[config.mk]
export PLATFORM = sky130hd
export DESIGN_NAME = multicycle_ctrl_flat
export DESIGN_NICKNAME = d
export VERILOG_FILES = /design/src/rtl/multicycle_ctrl_if.sv /design/src/rtl/multicycle_ctrl.sv /design/src/flat_wrapper.sv
export SDC_FILE = /design/constraint.sdc
export NUM_CORES = 1
export LEC_CHECK = 0
export ABC_AREA = 1
export CAP_MARGIN = 20
export CORE_AREA = 2 2 48 59
export DETAILED_ROUTE_END_ITERATION = 8
export DIE_AREA = 0 0 50 61
export GPL_TIMING_DRIVEN = 0
export MAX_ROUTING_LAYER = met4
export PLACE_DENSITY = 0.77
export SLEW_MARGIN = 5
export SYNTH_ARGS = -nofsm -noshare
export SYNTH_HDL_FRONTEND = slang
export SYNTH_SLANG_ARGS = --single-unit
[constraint.sdc]
create_clock -name clk_i -period 1.4 [get_ports clk_i]
set_input_delay 0.14 -clock clk_i [delete_from_list [all_inputs] [get_ports clk_i]]
set_output_delay 0.14 -clock clk_i [all_outputs]
set_load 0.05 [all_outputs]
[src/rtl/multicycle_ctrl_if.sv]
// Control/handshake bundle between the multi-cycle controller and its datapath.
// The controller takes the master modport; the datapath (or a bench) takes the slave modport.
interface multicycle_ctrl_if;
    logic [5:0] instr_op_i;
    logic [5:0] funct_i;
    logic       mem_ready_i;
    logic       mem_req_o;
    logic       mem_we_o;
    logic       iord_o;
    logic       ir_write_o;
    logic       pc_write_o;
    logic [1:0] pc_src_o;
    logic       alu_src_a_o;
    logic [1:0] alu_src_b_o;
    logic [2:0] alu_op_o;
    logic       branch_o;
    logic [1:0] branch_type_o;
    logic       reg_write_o;
    logic [1:0] reg_dst_o;
    logic [1:0] mem_to_reg_o;
    logic       instr_done_o;
    logic       illegal_o;
    logic [3:0] state_o;

    modport master (
        input  instr_op_i, funct_i, mem_ready_i,
        output mem_req_o, mem_we_o, iord_o, ir_write_o, pc_write_o, pc_src_o,
               alu_src_a_o, alu_src_b_o, alu_op_o, branch_o, branch_type_o,
               reg_write_o, reg_dst_o, mem_to_reg_o, instr_done_o, illegal_o, state_o
    );

    modport slave (
        output instr_op_i, funct_i, mem_ready_i,
        input  mem_req_o, mem_we_o, iord_o, ir_write_o, pc_write_o, pc_src_o,
               alu_src_a_o, alu_src_b_o, alu_op_o, branch_o, branch_type_o,
               reg_write_o, reg_dst_o, mem_to_reg_o, instr_done_o, illegal_o, state_o
    );
endinterface

[src/rtl/multicycle_ctrl.sv]
// Moore control FSM for the shared multi-cycle MIPS datapath: one micro-step per cycle,
// memory wait states on FETCH/MEM_RD/MEM_WR, and an illegal-opcode pulse in DECODE.
module multicycle_ctrl (
    input  logic               clk_i,
    input  logic               rst_i,
    multicycle_ctrl_if.master  bus
);

    typedef enum logic [3:0] {
        FETCH    = 4'd0,
        DECODE   = 4'd1,
        MEM_ADDR = 4'd2,
        MEM_RD   = 4'd3,
        MEM_WB   = 4'd4,
        MEM_WR   = 4'd5,
        EXEC_R   = 4'd6,
        R_WB     = 4'd7,
        BRANCH   = 4'd8,
        EXEC_I   = 4'd9,
        I_WB     = 4'd10,
        JUMP     = 4'd11
    } state_t;

    localparam logic [5:0] OP_RTYPE = 6'b000000;
    localparam logic [5:0] OP_J     = 6'b000010;
    localparam logic [5:0] OP_JAL   = 6'b000011;
    localparam logic [5:0] OP_BEQ   = 6'b000100;
    localparam logic [5:0] OP_BNE   = 6'b000101;
    localparam logic [5:0] OP_BLT   = 6'b000110;
    localparam logic [5:0] OP_BLE   = 6'b000111;
    localparam logic [5:0] OP_ADDI  = 6'b001000;
    localparam logic [5:0] OP_ORI   = 6'b001101;
    localparam logic [5:0] OP_LUI   = 6'b001111;
    localparam logic [5:0] OP_LW    = 6'b100011;
    localparam logic [5:0] OP_SW    = 6'b101011;
    localparam logic [5:0] FN_JR    = 6'b001000;

    state_t     state_q, state_d;
    logic [5:0] op_q, op_d;
    logic       jr_q, jr_d;
    logic       dec_legal;

    logic       mem_req;
    logic       mem_we;
    logic       iord;
    logic       ir_write;
    logic       pc_write;
    logic [1:0] pc_src;
    logic       alu_src_a;
    logic [1:0] alu_src_b;
    logic [2:0] alu_op;
    logic       branch;
    logic [1:0] branch_type;
    logic       reg_write;
    logic [1:0] reg_dst;
    logic [1:0] mem_to_reg;
    logic       instr_done;
    logic       illegal;

    // State register; the opcode is latched only on leaving DECODE.
    always_ff @(posedge clk_i) begin
        if (rst_i) begin
            state_q <= FETCH;
            op_q    <= '0;
            jr_q    <= 1'b0;
        end else begin
            state_q <= state_d;
            op_q    <= op_d;
            jr_q    <= jr_d;
        end
    end

    always_comb begin
        dec_legal = 1'b1;
        case (bus.instr_op_i)
            OP_RTYPE, OP_J, OP_JAL,
            OP_BEQ, OP_BNE, OP_BLT, OP_BLE,
            OP_ADDI, OP_ORI, OP_LUI,
            OP_LW, OP_SW: dec_legal = 1'b1;
            default:      dec_legal = 1'b0;
        endcase
    end

    // Next-state logic.
    always_comb begin
        state_d = state_q;
        op_d    = op_q;
        jr_d    = jr_q;
        case (state_q)
            FETCH: begin
                if (bus.mem_ready_i) state_d = DECODE;
            end
            DECODE: begin
                op_d = bus.instr_op_i;
                jr_d = (bus.instr_op_i == OP_RTYPE) && (bus.funct_i == FN_JR);
                case (bus.instr_op_i)
                    OP_RTYPE:                        state_d = (bus.funct_i == FN_JR) ? JUMP : EXEC_R;
                    OP_LW, OP_SW:                    state_d = MEM_ADDR;
                    OP_BEQ, OP_BNE, OP_BLT, OP_BLE:  state_d = BRANCH;
                    OP_ADDI, OP_LUI, OP_ORI:         state_d = EXEC_I;
                    OP_J, OP_JAL:                    state_d = JUMP;
                    default:                         state_d = FETCH;
                endcase
            end
            MEM_ADDR: state_d = (op_q == OP_SW) ? MEM_WR : MEM_RD;
            MEM_RD: begin
                if (bus.mem_ready_i) state_d = MEM_WB;
            end
            MEM_WB:   state_d = FETCH;
            MEM_WR: begin
                if (bus.mem_ready_i) state_d = FETCH;
            end
            EXEC_R:   state_d = R_WB;
            R_WB:     state_d = FETCH;
            BRANCH:   state_d = FETCH;
            EXEC_I:   state_d = I_WB;
            I_WB:     state_d = FETCH;
            JUMP:     state_d = FETCH;
            default:  state_d = FETCH;
        endcase
    end

    // Output logic; everything is forced low during the reset cycle so an
    // outstanding request or write strobe never survives a reset.
    always_comb begin
        mem_req     = 1'b0;
        mem_we      = 1'b0;
        iord        = 1'b0;
        ir_write    = 1'b0;
        pc_write    = 1'b0;
        pc_src      = 2'b00;
        alu_src_a   = 1'b0;
        alu_src_b   = 2'b00;
        alu_op      = 3'b000;
        branch      = 1'b0;
        branch_type = 2'b00;
        reg_write   = 1'b0;
        reg_dst     = 2'b00;
        mem_to_reg  = 2'b00;
        instr_done  = 1'b0;
        illegal     = 1'b0;
        if (!rst_i) begin
            case (state_q)
                FETCH: begin
                    mem_req   = 1'b1;
                    alu_src_b = 2'b01;
                    ir_write  = bus.mem_ready_i;
                    pc_write  = bus.mem_ready_i;
                end
                DECODE: begin
                    alu_src_b  = 2'b11;
                    illegal    = !dec_legal;
                    instr_done = !dec_legal;
                end
                MEM_ADDR: begin
                    alu_src_a = 1'b1;
                    alu_src_b = 2'b10;
                end
                MEM_RD: begin
                    mem_req = 1'b1;
                    iord    = 1'b1;
                end
                MEM_WB: begin
                    reg_write  = 1'b1;
                    mem_to_reg = 2'b01;
                    instr_done = 1'b1;
                end
                MEM_WR: begin
                    mem_req    = 1'b1;
                    mem_we     = 1'b1;
                    iord       = 1'b1;
                    instr_done = bus.mem_ready_i;
                end
                EXEC_R: begin
                    alu_src_a = 1'b1;
                    alu_op    = 3'b010;
                end
                R_WB: begin
                    reg_write  = 1'b1;
                    reg_dst    = 2'b01;
                    instr_done = 1'b1;
                end
                BRANCH: begin
                    alu_src_a  = 1'b1;
                    alu_op     = 3'b001;
                    branch     = 1'b1;
                    pc_write   = 1'b1;
                    pc_src     = 2'b01;
                    instr_done = 1'b1;
                    case (op_q)
                        OP_BNE:  branch_type = 2'b11;
                        OP_BLT:  branch_type = 2'b10;
                        OP_BLE:  branch_type = 2'b01;
                        default: branch_type = 2'b00;
                    endcase
                end
                EXEC_I: begin
                    alu_src_a = 1'b1;
                    alu_src_b = 2'b10;
                    case (op_q)
                        OP_LUI:  alu_op = 3'b011;
                        OP_ORI:  alu_op = 3'b100;
                        default: alu_op = 3'b000;
                    endcase
                end
                I_WB: begin
                    reg_write  = 1'b1;
                    instr_done = 1'b1;
                end
                JUMP: begin
                    pc_write   = 1'b1;
                    pc_src     = jr_q ? 2'b11 : 2'b10;
                    instr_done = 1'b1;
                    if (op_q == OP_JAL) begin
                        reg_write  = 1'b1;
                        reg_dst    = 2'b10;
                        mem_to_reg = 2'b11;
                    end
                end
                default: ;
            endcase
        end
    end

    assign bus.mem_req_o     = mem_req;
    assign bus.mem_we_o      = mem_we;
    assign bus.iord_o        = iord;
    assign bus.ir_write_o    = ir_write;
    assign bus.pc_write_o    = pc_write;
    assign bus.pc_src_o      = pc_src;
    assign bus.alu_src_a_o   = alu_src_a;
    assign bus.alu_src_b_o   = alu_src_b;
    assign bus.alu_op_o      = alu_op;
    assign bus.branch_o      = branch;
    assign bus.branch_type_o = branch_type;
    assign bus.reg_write_o   = reg_write;
    assign bus.reg_dst_o     = reg_dst;
    assign bus.mem_to_reg_o  = mem_to_reg;
    assign bus.instr_done_o  = instr_done;
    assign bus.illegal_o     = illegal;
    assign bus.state_o       = rst_i ? 4'd0 : state_q;

endmodule

[src/flat_wrapper.sv]
// flat-port wrapper written by rule: the top's interface ports become plain ports
module multicycle_ctrl_flat 
  (clk_i, rst_i, bus_instr_op_i, bus_funct_i, bus_mem_ready_i, bus_mem_req_o, bus_mem_we_o, bus_iord_o, bus_ir_write_o, bus_pc_write_o, bus_pc_src_o, bus_alu_src_a_o, bus_alu_src_b_o, bus_alu_op_o, bus_branch_o, bus_branch_type_o, bus_reg_write_o, bus_reg_dst_o, bus_mem_to_reg_o, bus_instr_done_o, bus_illegal_o, bus_state_o);
  multicycle_ctrl_if bus_i ();
  input  logic clk_i;
  input  logic rst_i;
  input wire logic [$bits(bus_i.instr_op_i)-1:0] bus_instr_op_i;
  input wire logic [$bits(bus_i.funct_i)-1:0] bus_funct_i;
  input wire logic [$bits(bus_i.mem_ready_i)-1:0] bus_mem_ready_i;
  output wire logic [$bits(bus_i.mem_req_o)-1:0] bus_mem_req_o;
  output wire logic [$bits(bus_i.mem_we_o)-1:0] bus_mem_we_o;
  output wire logic [$bits(bus_i.iord_o)-1:0] bus_iord_o;
  output wire logic [$bits(bus_i.ir_write_o)-1:0] bus_ir_write_o;
  output wire logic [$bits(bus_i.pc_write_o)-1:0] bus_pc_write_o;
  output wire logic [$bits(bus_i.pc_src_o)-1:0] bus_pc_src_o;
  output wire logic [$bits(bus_i.alu_src_a_o)-1:0] bus_alu_src_a_o;
  output wire logic [$bits(bus_i.alu_src_b_o)-1:0] bus_alu_src_b_o;
  output wire logic [$bits(bus_i.alu_op_o)-1:0] bus_alu_op_o;
  output wire logic [$bits(bus_i.branch_o)-1:0] bus_branch_o;
  output wire logic [$bits(bus_i.branch_type_o)-1:0] bus_branch_type_o;
  output wire logic [$bits(bus_i.reg_write_o)-1:0] bus_reg_write_o;
  output wire logic [$bits(bus_i.reg_dst_o)-1:0] bus_reg_dst_o;
  output wire logic [$bits(bus_i.mem_to_reg_o)-1:0] bus_mem_to_reg_o;
  output wire logic [$bits(bus_i.instr_done_o)-1:0] bus_instr_done_o;
  output wire logic [$bits(bus_i.illegal_o)-1:0] bus_illegal_o;
  output wire logic [$bits(bus_i.state_o)-1:0] bus_state_o;
  assign bus_i.instr_op_i = bus_instr_op_i;
  assign bus_i.funct_i = bus_funct_i;
  assign bus_i.mem_ready_i = bus_mem_ready_i;
  assign bus_mem_req_o = bus_i.mem_req_o;
  assign bus_mem_we_o = bus_i.mem_we_o;
  assign bus_iord_o = bus_i.iord_o;
  assign bus_ir_write_o = bus_i.ir_write_o;
  assign bus_pc_write_o = bus_i.pc_write_o;
  assign bus_pc_src_o = bus_i.pc_src_o;
  assign bus_alu_src_a_o = bus_i.alu_src_a_o;
  assign bus_alu_src_b_o = bus_i.alu_src_b_o;
  assign bus_alu_op_o = bus_i.alu_op_o;
  assign bus_branch_o = bus_i.branch_o;
  assign bus_branch_type_o = bus_i.branch_type_o;
  assign bus_reg_write_o = bus_i.reg_write_o;
  assign bus_reg_dst_o = bus_i.reg_dst_o;
  assign bus_mem_to_reg_o = bus_i.mem_to_reg_o;
  assign bus_instr_done_o = bus_i.instr_done_o;
  assign bus_illegal_o = bus_i.illegal_o;
  assign bus_state_o = bus_i.state_o;
  multicycle_ctrl u_core (.clk_i(clk_i), .rst_i(rst_i), .bus(bus_i));
endmodule
**Word-level counts from Yosys, hierarchy flattened**

Cells that the tools add are included.

- Shift operators: 0
- Divide/modulo/power cells: 0
- $add $sub $neg: 0
- Order comparisons: 0
- Bitwise gates (word level): 0
- Equal/unequal tests: 33
- Reductions and logical operators: 17
- Multiplexer cells: 47
- Multipliers: 0

Operator list:

| kind | count |
|---|---|
| $eq 6x3->1 const B | 7 |
| $eq 6x4->1 const B | 6 |
| $pmux 4 s7 | 1 |
| $mux 1 | 20 |
| $mux 4 | 5 |
| $pmux 4 s5 | 1 |
| $eq 6x2->1 const B | 3 |
| $eq 6x6->1 const B | 3 |
| $eq 4x3->1 const B | 4 |
| $eq 4x4->1 const B | 4 |
| $mux 2 | 8 |
| $pmux 2 s2 | 3 |
| $pmux 2 s3 | 2 |
| $reduce_or 12->1 | 1 |
| $reduce_or 2->1 | 5 |
| $pmux 3 s3 | 1 |
| $reduce_or 3->1 | 3 |
| $eq 4x2->1 const B | 2 |
| $reduce_or 4->1 | 2 |
| $logic_not 6->1 | 1 |
| $mux 3 | 2 |
| $ne 2x2->1 const B | 3 |
| $pmux 3 s2 | 1 |
| $reduce_or 5->1 | 1 |
| 7 further kinds | 8 |

- Register bits: 11
- Memory bits (writable): 0
- Memories kept: 0
- Input port bits: 15
- Memory bits (read-only): 0
- Latch bits: 0

**Longest topological paths before layout**

Gate-level depths: netlist of run 1.

- Depth in word-level cells: 6
- Gate-level depth with buffers: 9
- Mapped depth without buffers: 9

**Least setup slack after synthesis of run 1**

OpenSTA, ideal clock, no wires.

- Kind: register -> output
- From: register u_core.state_q[3]
- To: output port bus_reg_dst_o[1]
- Arrival: 2.273 ns
- Path slack: -1.013 ns
- Data required time: 1.260 ns
- Path buffers: 1
- Cell stages (with the launch flop): 6
- Cells stage by stage: dfxtp_1 inv_2 nor2_4 nand2_2 nor3_1 buf_4

- Cells in the longest elaborated chain, start to end: 3

RTL lines:

| what | line | RTL |
|---|---|---|
| start: declaration | multicycle_ctrl.sv:38 | `state_t state_q, state_d;` |
| start signal: assignment | multicycle_ctrl.sv:67 | `state_q <= state_d;` |
| $eq 4x4->1 or $eq 4x3->1 (tied branches) | multicycle_ctrl.sv:143 | `case (state_q)` |
| $pmux 2 s2 (*) | multicycle_ctrl.sv:143 |  |
| $mux 2 (*) | multicycle_ctrl.sv:142 | `if (!rst_i) begin` |
| end: declaration | flat_wrapper.sv:22 | `output wire logic [$bits(bus_i.reg_dst_o)-1:0] bus_reg_dst_o;` |

Mark *: on every way between the ends. The rest lies on a longest branch, timed or not.

**Worst setup path after layout of run 1**

- From: register u_core.state_q[3]
- To: output port bus_instr_done_o

- Cells in the longest elaborated chain, start to end: 4

RTL lines:

| what | line | RTL |
|---|---|---|
| $eq 4x3->1 or $eq 4x4->1 (tied branches) | multicycle_ctrl.sv:143 |  |
| $reduce_or 5->1 (no source line) | n/a |  |
| $pmux 1 s3 (*) | multicycle_ctrl.sv:143 |  |
| $mux 1 (*) | multicycle_ctrl.sv:142 |  |
| end: declaration | flat_wrapper.sv:24 | `output wire logic [$bits(bus_i.instr_done_o)-1:0] bus_instr_done_o;` |

Marks and branches as above.

==> results.md, run 1 <==
- Routability-driven placement finished with a final weighted congestion of 0.876.
- The floorplan step set the die width to 50 µm.
- The worst hold-check path type is input pin to flop.
- The number of global-route vias before repair is 1356.
- The area share of the leading cell type in the synthesized netlist is 21.7%.
- The worst pin sits at a relative slew slack of 75.4%.
- The main flop type after synthesis is dfxtp_1.
- The startpoint of the tightest hold check path is bus_instr_op_i[2].
- Counting every net in the synthesized netlist gives 195.
- The highest clock frequency the design can meet is 558 MHz.
- The warning count from the yosys run is 0.
- For this design, the sink count on the clock tree is 11.
- The clock arrives with 0.00691 ns of skew.
- The final count of hold timing violations is 0.
- Clock tree synthesis selected as its root buffer the cell clkbuf_4.
- The sort of element at the end of the critical path is a primary output.
- The global routing met2 resource utilization is 49.1%.
- The number of placed instances, taps included is 254.
- Of all nets on the critical path, the largest fanout is 5.
- The leakage component of the power is 0.996 nW.
- The routed layout has 1441 vias.
- The data required time at the worst endpoint is 1.26 ns.
- The maximum number of pins on one net before global-route repair is 11.
- STA classifies the critical path startpoint as a flop.
- The number of port buffers is 41.
- The clock slew at the register clock pins of the worst setup and hold paths is 0.08 ns.
- The count of pins on the block boundary is 42.
- The final reports fail on negative setup slack.
- Sorting the synthesized cells by area gives the leading types as dfxtp_1 22%, nand2_1 16%, nor2_1 11%.
- The reg-to-reg critical path startpoint is u_core.state_q[0].
- CTS built an H-tree with a depth of 1.
- Global routing used 25.8% of the available tracks.
- The total standard cell area after synthesis is 0.00102 mm².
- Counting I/O delays and the setup requirement, the final critical path takes 1.79 ns.
- For this run, the number of standard cells in the final layout without fillers is 278.
- The number of setup violations in the final report is 24.
- The most critical setup path has its startpoint at u_core.state_q[3].
- The share of async-settable or async-resettable flops after synthesis is 0%.
- The share of cells above drive strength 1 is 55.5%.
- Relative to the synthesized area, the layout overhead comes to 102%.
- The flow ran to the end, but the final reports show violations.
- In this run the remaining antenna-violating nets after routing total 0.
- For the pin with the worst max-slew slack, the measured transition is 0.366 ns.
- The ratio of routed vias to standard cells is 5.18.
- Setup repair after global routing could not meet its margin everywhere.
- TritonCTS created 3 clock buffers.
- The worst hold slack is 0.250 ns.
- The type of the worst setup path is flop to primary output.
- The average wire length per cell after detail routing is 14.2 µm.
- In the routed design, unresolved DRC markers number 0.
- Of the available clock period, the critical path in the final layout requires 128%.
- The most numerous cell in the Yosys netlist is nand2_1.
- The first TritonRoute pass finished after 4 iterations.
- The final layout contains 261 nets.
- The total global routing overflow is 0.
- Counting distinct cell types in the post-synthesis netlist gives 27.
- The power density normalized to cell area is 676 mW/mm².
- The routed design has 3940 µm of wire.
- The total half-perimeter wirelength after legalization and detailed placement is 2450 µm.
- The vertical die dimension is 61 µm.
- The final count of pins violating max slew was 0.
- The register area share after synthesis is 21.7%.
- The synthesized area per cell is 5.64 µm².
- The maximum resistive drop on vdd is 0.755 mV.
- For this configuration, the core starts out at a cell density of 41.0%.
- The layer flagged by global routing as most heavily used is met2.
- Clock latency on the worst-skew pair, taken at its later pin, is 0.28 ns.
- The number of antenna violations at the first check in global routing came to 0.
- The overall die area is 0.00305 mm².
- For this block, the initial DRC count from the detailed router was 54.
- The number of instances in the synthesized netlist is 180.
- The placeable core area is 0.00248 mm².
- The number of inserted diodes is 0.
- TritonCTS built the clock tree.
- Cells fill 82.9% of the core in the end.
- The maximum root-to-sink buffer count is 2.
- In the global route stage, met3 resource usage came out at 1.48%.
- The met1 track utilization from global routing is 28.5%.
- The wire length of the first global-routing pass is 5890 µm.
- In the synthesized netlist, the cells that appear most often are 43 x nand2_1, 31 x nor2_1, 18 x inv_1, 11 x a21oi_1, 11 x dfxtp_1.
- The reported max-cap violation count is 0.
- Across all setup checks in the final design, the least slack found is -0.393 ns.
- The post-synthesis sequential element count is 11.
- The critical path arrival is 1.65 ns.
- In this run, synthesis inferred 0 flip-flops with an integrated enable.
- The library cell occupying the most area in the post-synthesis netlist is dfxtp_1.
- After floorplanning, the core was divided into 20 placement rows.
==> stage by stage <==
stage                     area, µm²  total power, W  setup WS (ns)  setup TNS [ns]
after global routing           2050         0.00146         -0.406           -6.32
after CTS                      1910         0.00130         -0.300           -4.10
after detailed placement       1620        0.000975          -1.22          -23.43
after global placement         1620        0.000966          -1.20          -22.88
final                          2050         0.00139         -0.393           -4.82
after floorplan                1170        0.000806         -0.337           -1.08
==> power breakdown <==
| group | internal (W) | switching [W] | total (W) | leakage, nW |
|---|---|---|---|---|
| Clock | 0.000106 | 0.000118 | 0.000225 | 0.0177 |
| Sequential | 0.000357 | 0.0000560 | 0.000413 | 0.0938 |
| Combinational | 0.000287 | 0.000464 | 0.000751 | 0.885 |
| Total | 0.000750 | 0.000638 | 0.00139 | 0.996 |
==> state kept, by name, indices dropped and copies added, names as in the netlist <==
name            cells
u_core.jr_q         1
u_core.op_q         6
u_core.state_q      4
==> worst paths after layout <==
kind,end,slack [ns],depth (start not counted)
worst max-delay path,bus_instr_done_o,-0.39,8
worst min-delay path,u_core.op_q[2],0.25,3
worst max register to register,u_core.op_q[4],-0.01,7
worst min register to register,u_core.op_q[4],0.50,2
==> routing by layer <==
layer	up-vias	wire length (µm)	share of wire, %
li1	702	-	-
met1	681	1530	39
met2	48	2170	55
met3	10	119	3.0
met4	0	117	3.0
met5	-	0	0
==> worst max-delay path, cell delays in order, from the launching register on <==
cell and delay, ns:
dfxtp_4 0.38, inv_4 0.05, nor2_4 0.18, buf_4 0.14
o21ai_0 0.11, o21ai_1 0.18, o21ai_2 0.10, nand2_2 0.09
buf_8 0.14
==> logic make-up after synthesis <==
logic type | count (synthesis) | synth area share (%)
AND/OR/NAND/NOR | 113 | 53.0
flip-flops | 11 | 21.7
AO/OA/AOI/OAI | 26 | 13.7
buffers and inverters | 30 | 11.7
==> placed cells by master (no fill, tap or decap), drive strengths merged <==
cell and n:
a21oi 11, a31oi 1, and3 1, buf 49, clkbuf 5, clkdlybuf4s18 1, clkdlybuf4s50 12, clkinv 1
dfxtp 11, dlygate4sd2 1, dlymetal6s2s 1, inv 25, nand2 51, nand2b 1, nand3 9, nand4 2
nor2 42, nor3 6, nor4 1, o211ai 1, o21a 1, o21ai 11, o21bai 1
==> repair_timing <==
item / 4_1_cts / 5_1_grt
hold buffers: 0 / 0
gates resized for setup: 218 / 36
pin swaps: 15 / 16
setup buffers: 15 / 6
endpoints found under the setup margin: 28 / 34
==> final cells by class <==
class / instances / area (µm²)
clock inverters: 1 / 5.00
repair buffers: 61 / 639
inverters: 25 / 106
flip-flops and latches: 11 / 238
fillers: 156 / 423
clock buffers: 3 / 22.5
multi-input cells: 139 / 960
plain buffers: 5 / 42.5
well taps: 33 / 41.3
No activity file was read; power rests on OpenSTA's default activity.
==> inputs of run 2 (changes only) <==
CAP_MARGIN = unset   (was 20)
PLACE_DENSITY = unset   (was 0.77)
PLACE_DENSITY_LB_ADDON = 0.25   (was unset)
==> results.md, run 2 (same netlist as run 1, synthesis figures left out) <==
- The final count of hold timing violations is 0 (unchanged).
- The relative slew slack came to 81.5% (+6.1 points).
- The power dissipated by switching net loads came to 0.000734 W (+15%).
- The most common cell after layout, fill and taps aside is nand2_1.
- The count of vias placed by the detailed router is 1629 (+13%).
- The worst hold path belongs to the class input pin to flop.
- The relative contribution of sequential cells to total power is 26.4% (-3.3 points).
- The row count is 20 (unchanged).
- The worst register-to-register path ends at u_core.op_q[0].
- The average wire length per cell after detail routing is 18.7 µm (+32%).
- The length in cells of the worst reg-to-reg path was 8 (+1).
- The number of antenna violations at the first check in global routing is 0 (unchanged).
- The maximum root-to-sink buffer count is 2 (unchanged).
- The overall die area is 0.00305 mm² (unchanged).
- The switching power as a share of total power is 46.3% (+0.31 points).
- The weighted congestion at the end of routability-driven global placement is 0.860 (-1.8%).
- The post-placement worst setup slack came to -1.22 ns (+0.00393 ns).
- The number of H-tree levels is 1 (unchanged).
- The number of inserted diodes is 0 (unchanged).
- The highest clock frequency the design can meet came to 552 MHz (-0.93%).
- The flow ran to the end, but the final reports show violations.
- Following the worst setup path forward leads to its endpoint at bus_reg_write_o.
- The placeable core area came to 0.00248 mm² (unchanged).
- The clock slew at the register clock pins of the worst setup and hold paths is 0.08 ns (about the same).
- The clock period minus worst slack is 1.81 ns (+0.0169 ns).
- The number of setup violations in the final report came to 27 (+13%).
- The setup TNS after final layout is -6.17 ns (-1.36 ns).
- The biggest fanout along the worst timing path was 4 (-1).
- The number of port buffers is 41 (unchanged).
- The worst setup path is captured at a primary output.
- The number of flip-flops under the largest register name was 6 (unchanged).
- In this run the clock root is driven by a clkbuf_4.
- TritonCTS built the clock tree.
- The final count of pins violating max slew came to 0 (unchanged).
- In this run the critical register-to-register path is launched from u_core.state_q[0].
- The share of cells above drive strength 1 is 55.9% (+0.40 points).
- The clock tree skew after final layout came to 0.00850 ns (+0.00159 ns).
- The final reports fail on negative setup slack.
- The count of antenna-violating nets left after detailed routing is 0 (unchanged).
- The maximum resistive drop on vdd is 0.644 mV (-15%).
- The register with the most flip-flops is u_core.op_q.
- The number of detailed-route iterations in the first pass is 5 (+1).
- The number of buffers created by CTS came to 3 (unchanged).
- The wire length of the first global-routing pass is 5880 µm (-0.24%).
- The actual transition at the worst max-transition pin came to 0.279 ns (-0.0871 ns).
- Leaving out fill and tap cells, the most frequent cells in the layout are 28 x nand2_1, 27 x buf_6, 19 x nor2_1.
- The total clock sinks is 11 (unchanged).
- The total wire length after detailed routing is 5380 µm (+37%).
- The vertical die dimension was 61 µm (unchanged).
- The total half-perimeter wirelength after legalization and detailed placement is 2360 µm (-3.5%).
- The footprint of the multi-input gates was 0.00102 mm² (+6.5%).
- The die width is 50 µm (unchanged).
- The number of buffers inserted for hold repair after clock tree synthesis is 0 (unchanged).
- The count of pins on the block boundary is 42 (unchanged).
- The number of global-route vias before repair came to 1323 (-2.4%).
- The area growth from synthesis to layout is 119%.
- The detailed router's first-iteration violation count came to 81 (+50%).
- Setup repair after global routing could not meet its margin everywhere.
- The leakage component of the power came to 1.11 nW (+11%).
- The total global routing overflow is 0 (unchanged).
- The reported max-cap violation count is 0 (unchanged).
- The ratio of routed vias to standard cells is 5.68 (+9.5%).
- The area used by sequential logic in the layout is 236 µm² (-0.53%).
- The final worst slack came to -0.410 ns (-0.0169 ns).
- The residual DRC count is 0 (unchanged).
- The critical path starts at u_core.state_q[3].
- The part of the total power dissipated in the clock network is 14.6% (-1.6 points).
- The reg-to-reg setup timing slack is -0.03 ns (-0.02 ns).
- The part of the cycle the worst path needs is 129% (+1.2 points).
- In the final layout, the registers with the most flip-flops are u_core.op_q x6, u_core.state_q x4, u_core.jr_q x1.
- The type of the worst setup path is flop to primary output.
- The global router's overall resource usage was 26.0% (+0.21 points).
- The starting density of the core is 41.0% (unchanged).
- The maximum number of pins on one net before global-route repair is 11 (unchanged).
- The power density normalized to cell area is 713 mW/mm² (+5.6%).
- The kind of start point of the critical path is a flop.
- The internal power component is 0.000851 W (+14%).
- The count of filler cells inserted in the layout was 103 (-34%).
- The critical path arrival came to 1.67 ns (+0.02 ns).
- The data required time at the worst endpoint is 1.26 ns (about the same).
- The clock latency of the later-clocked register in the worst-skew pair came to 0.29 ns (about the same).
- The final layout net count came to 270 (+3.4%).
- The logic gate share of total power is 59.1% (+5.0 points).
run 2: metal layers:
layer	vias up	global-route usage [%]	part of all wire, %
met4	0	13.1	4.7
met1	768	26.8	36
met2	117	49.2	52
li1	718	-	-
met5	-	-	0
met3	26	2.22	6.7
run 2: final cells by class:
type                            instances  share of cell area, %
Buffer                                  5                   2.08
Clock buffer                            4                   1.18
Inverter                               25                   4.78
Multi-Input combinational cell        139                   46.0
Sequential cell                        11                   10.6
Tap cell                               33                   1.86
Timing Repair Buffer                   70                   33.5
run 2: power by group through the flow:
stage / Clock, W / Combinational (W) / Sequential [W]
after global placement: 0 / 0.000562 / 0.000401
after floorplan: 0 / 0.000411 / 0.000395
final: 0.000231 / 0.000936 / 0.000418
after global routing: 0.000244 / 0.000978 / 0.000421
after CTS: 0.000221 / 0.000683 / 0.000401
after detailed placement: 0 / 0.000571 / 0.000404
run 2: how the worst min path moves through the flow:
stage | start | end | slack, ns | cells after the start
2_1_floorplan | bus_instr_op_i[1] | u_core.op_q[1] | 0.29 | 2
3_3_place_gp | u_core.op_q[5] | u_core.op_q[5] | 0.46 | 2
3_5_place_dp | u_core.op_q[5] | u_core.op_q[5] | 0.46 | 2
4_1_cts | bus_instr_op_i[2] | u_core.op_q[2] | 0.35 | 3
5_1_grt | bus_instr_op_i[1] | u_core.op_q[1] | 0.25 | 3
6_report | bus_instr_op_i[1] | u_core.op_q[1] | 0.22 | 3
run 2: critical path, stage by stage (launching register included):
cell and delay (ns):
dfxtp_4 0.41, inv_4 0.06, nor2_4 0.15, buf_4 0.15
nand2_4 0.08, nor2_4 0.15, nor2_2 0.07, a21oi_4 0.12
buf_6 0.17
run 2: repair_timing:
item                                    in CTS  in global routing
endpoints found under the setup margin      28                 29
buffers inserted                            12                 17
pin swaps                                    9                 21
resized for setup                          214                 56
run 2: stage by stage:
| stage | power [W] | cell area (µm²) | hold slack [ns] | instances | utilization (%) |
|---|---|---|---|---|---|
| 5_1_grt | 0.00164 | 2220 | 0.252 | 287 | 89.7 |
| 3_5_place_dp | 0.000974 | 1620 | 0.460 | 254 | 65.4 |
| 6_report | 0.00159 | 2220 | 0.220 | 287 | 89.7 |
| 3_3_place_gp | 0.000964 | 1620 | 0.461 | 254 | 65.4 |
| 4_1_cts | 0.00130 | 1880 | 0.354 | 270 | 76.0 |
| 2_1_floorplan | 0.000806 | 1170 | 0.289 | 180 | - |
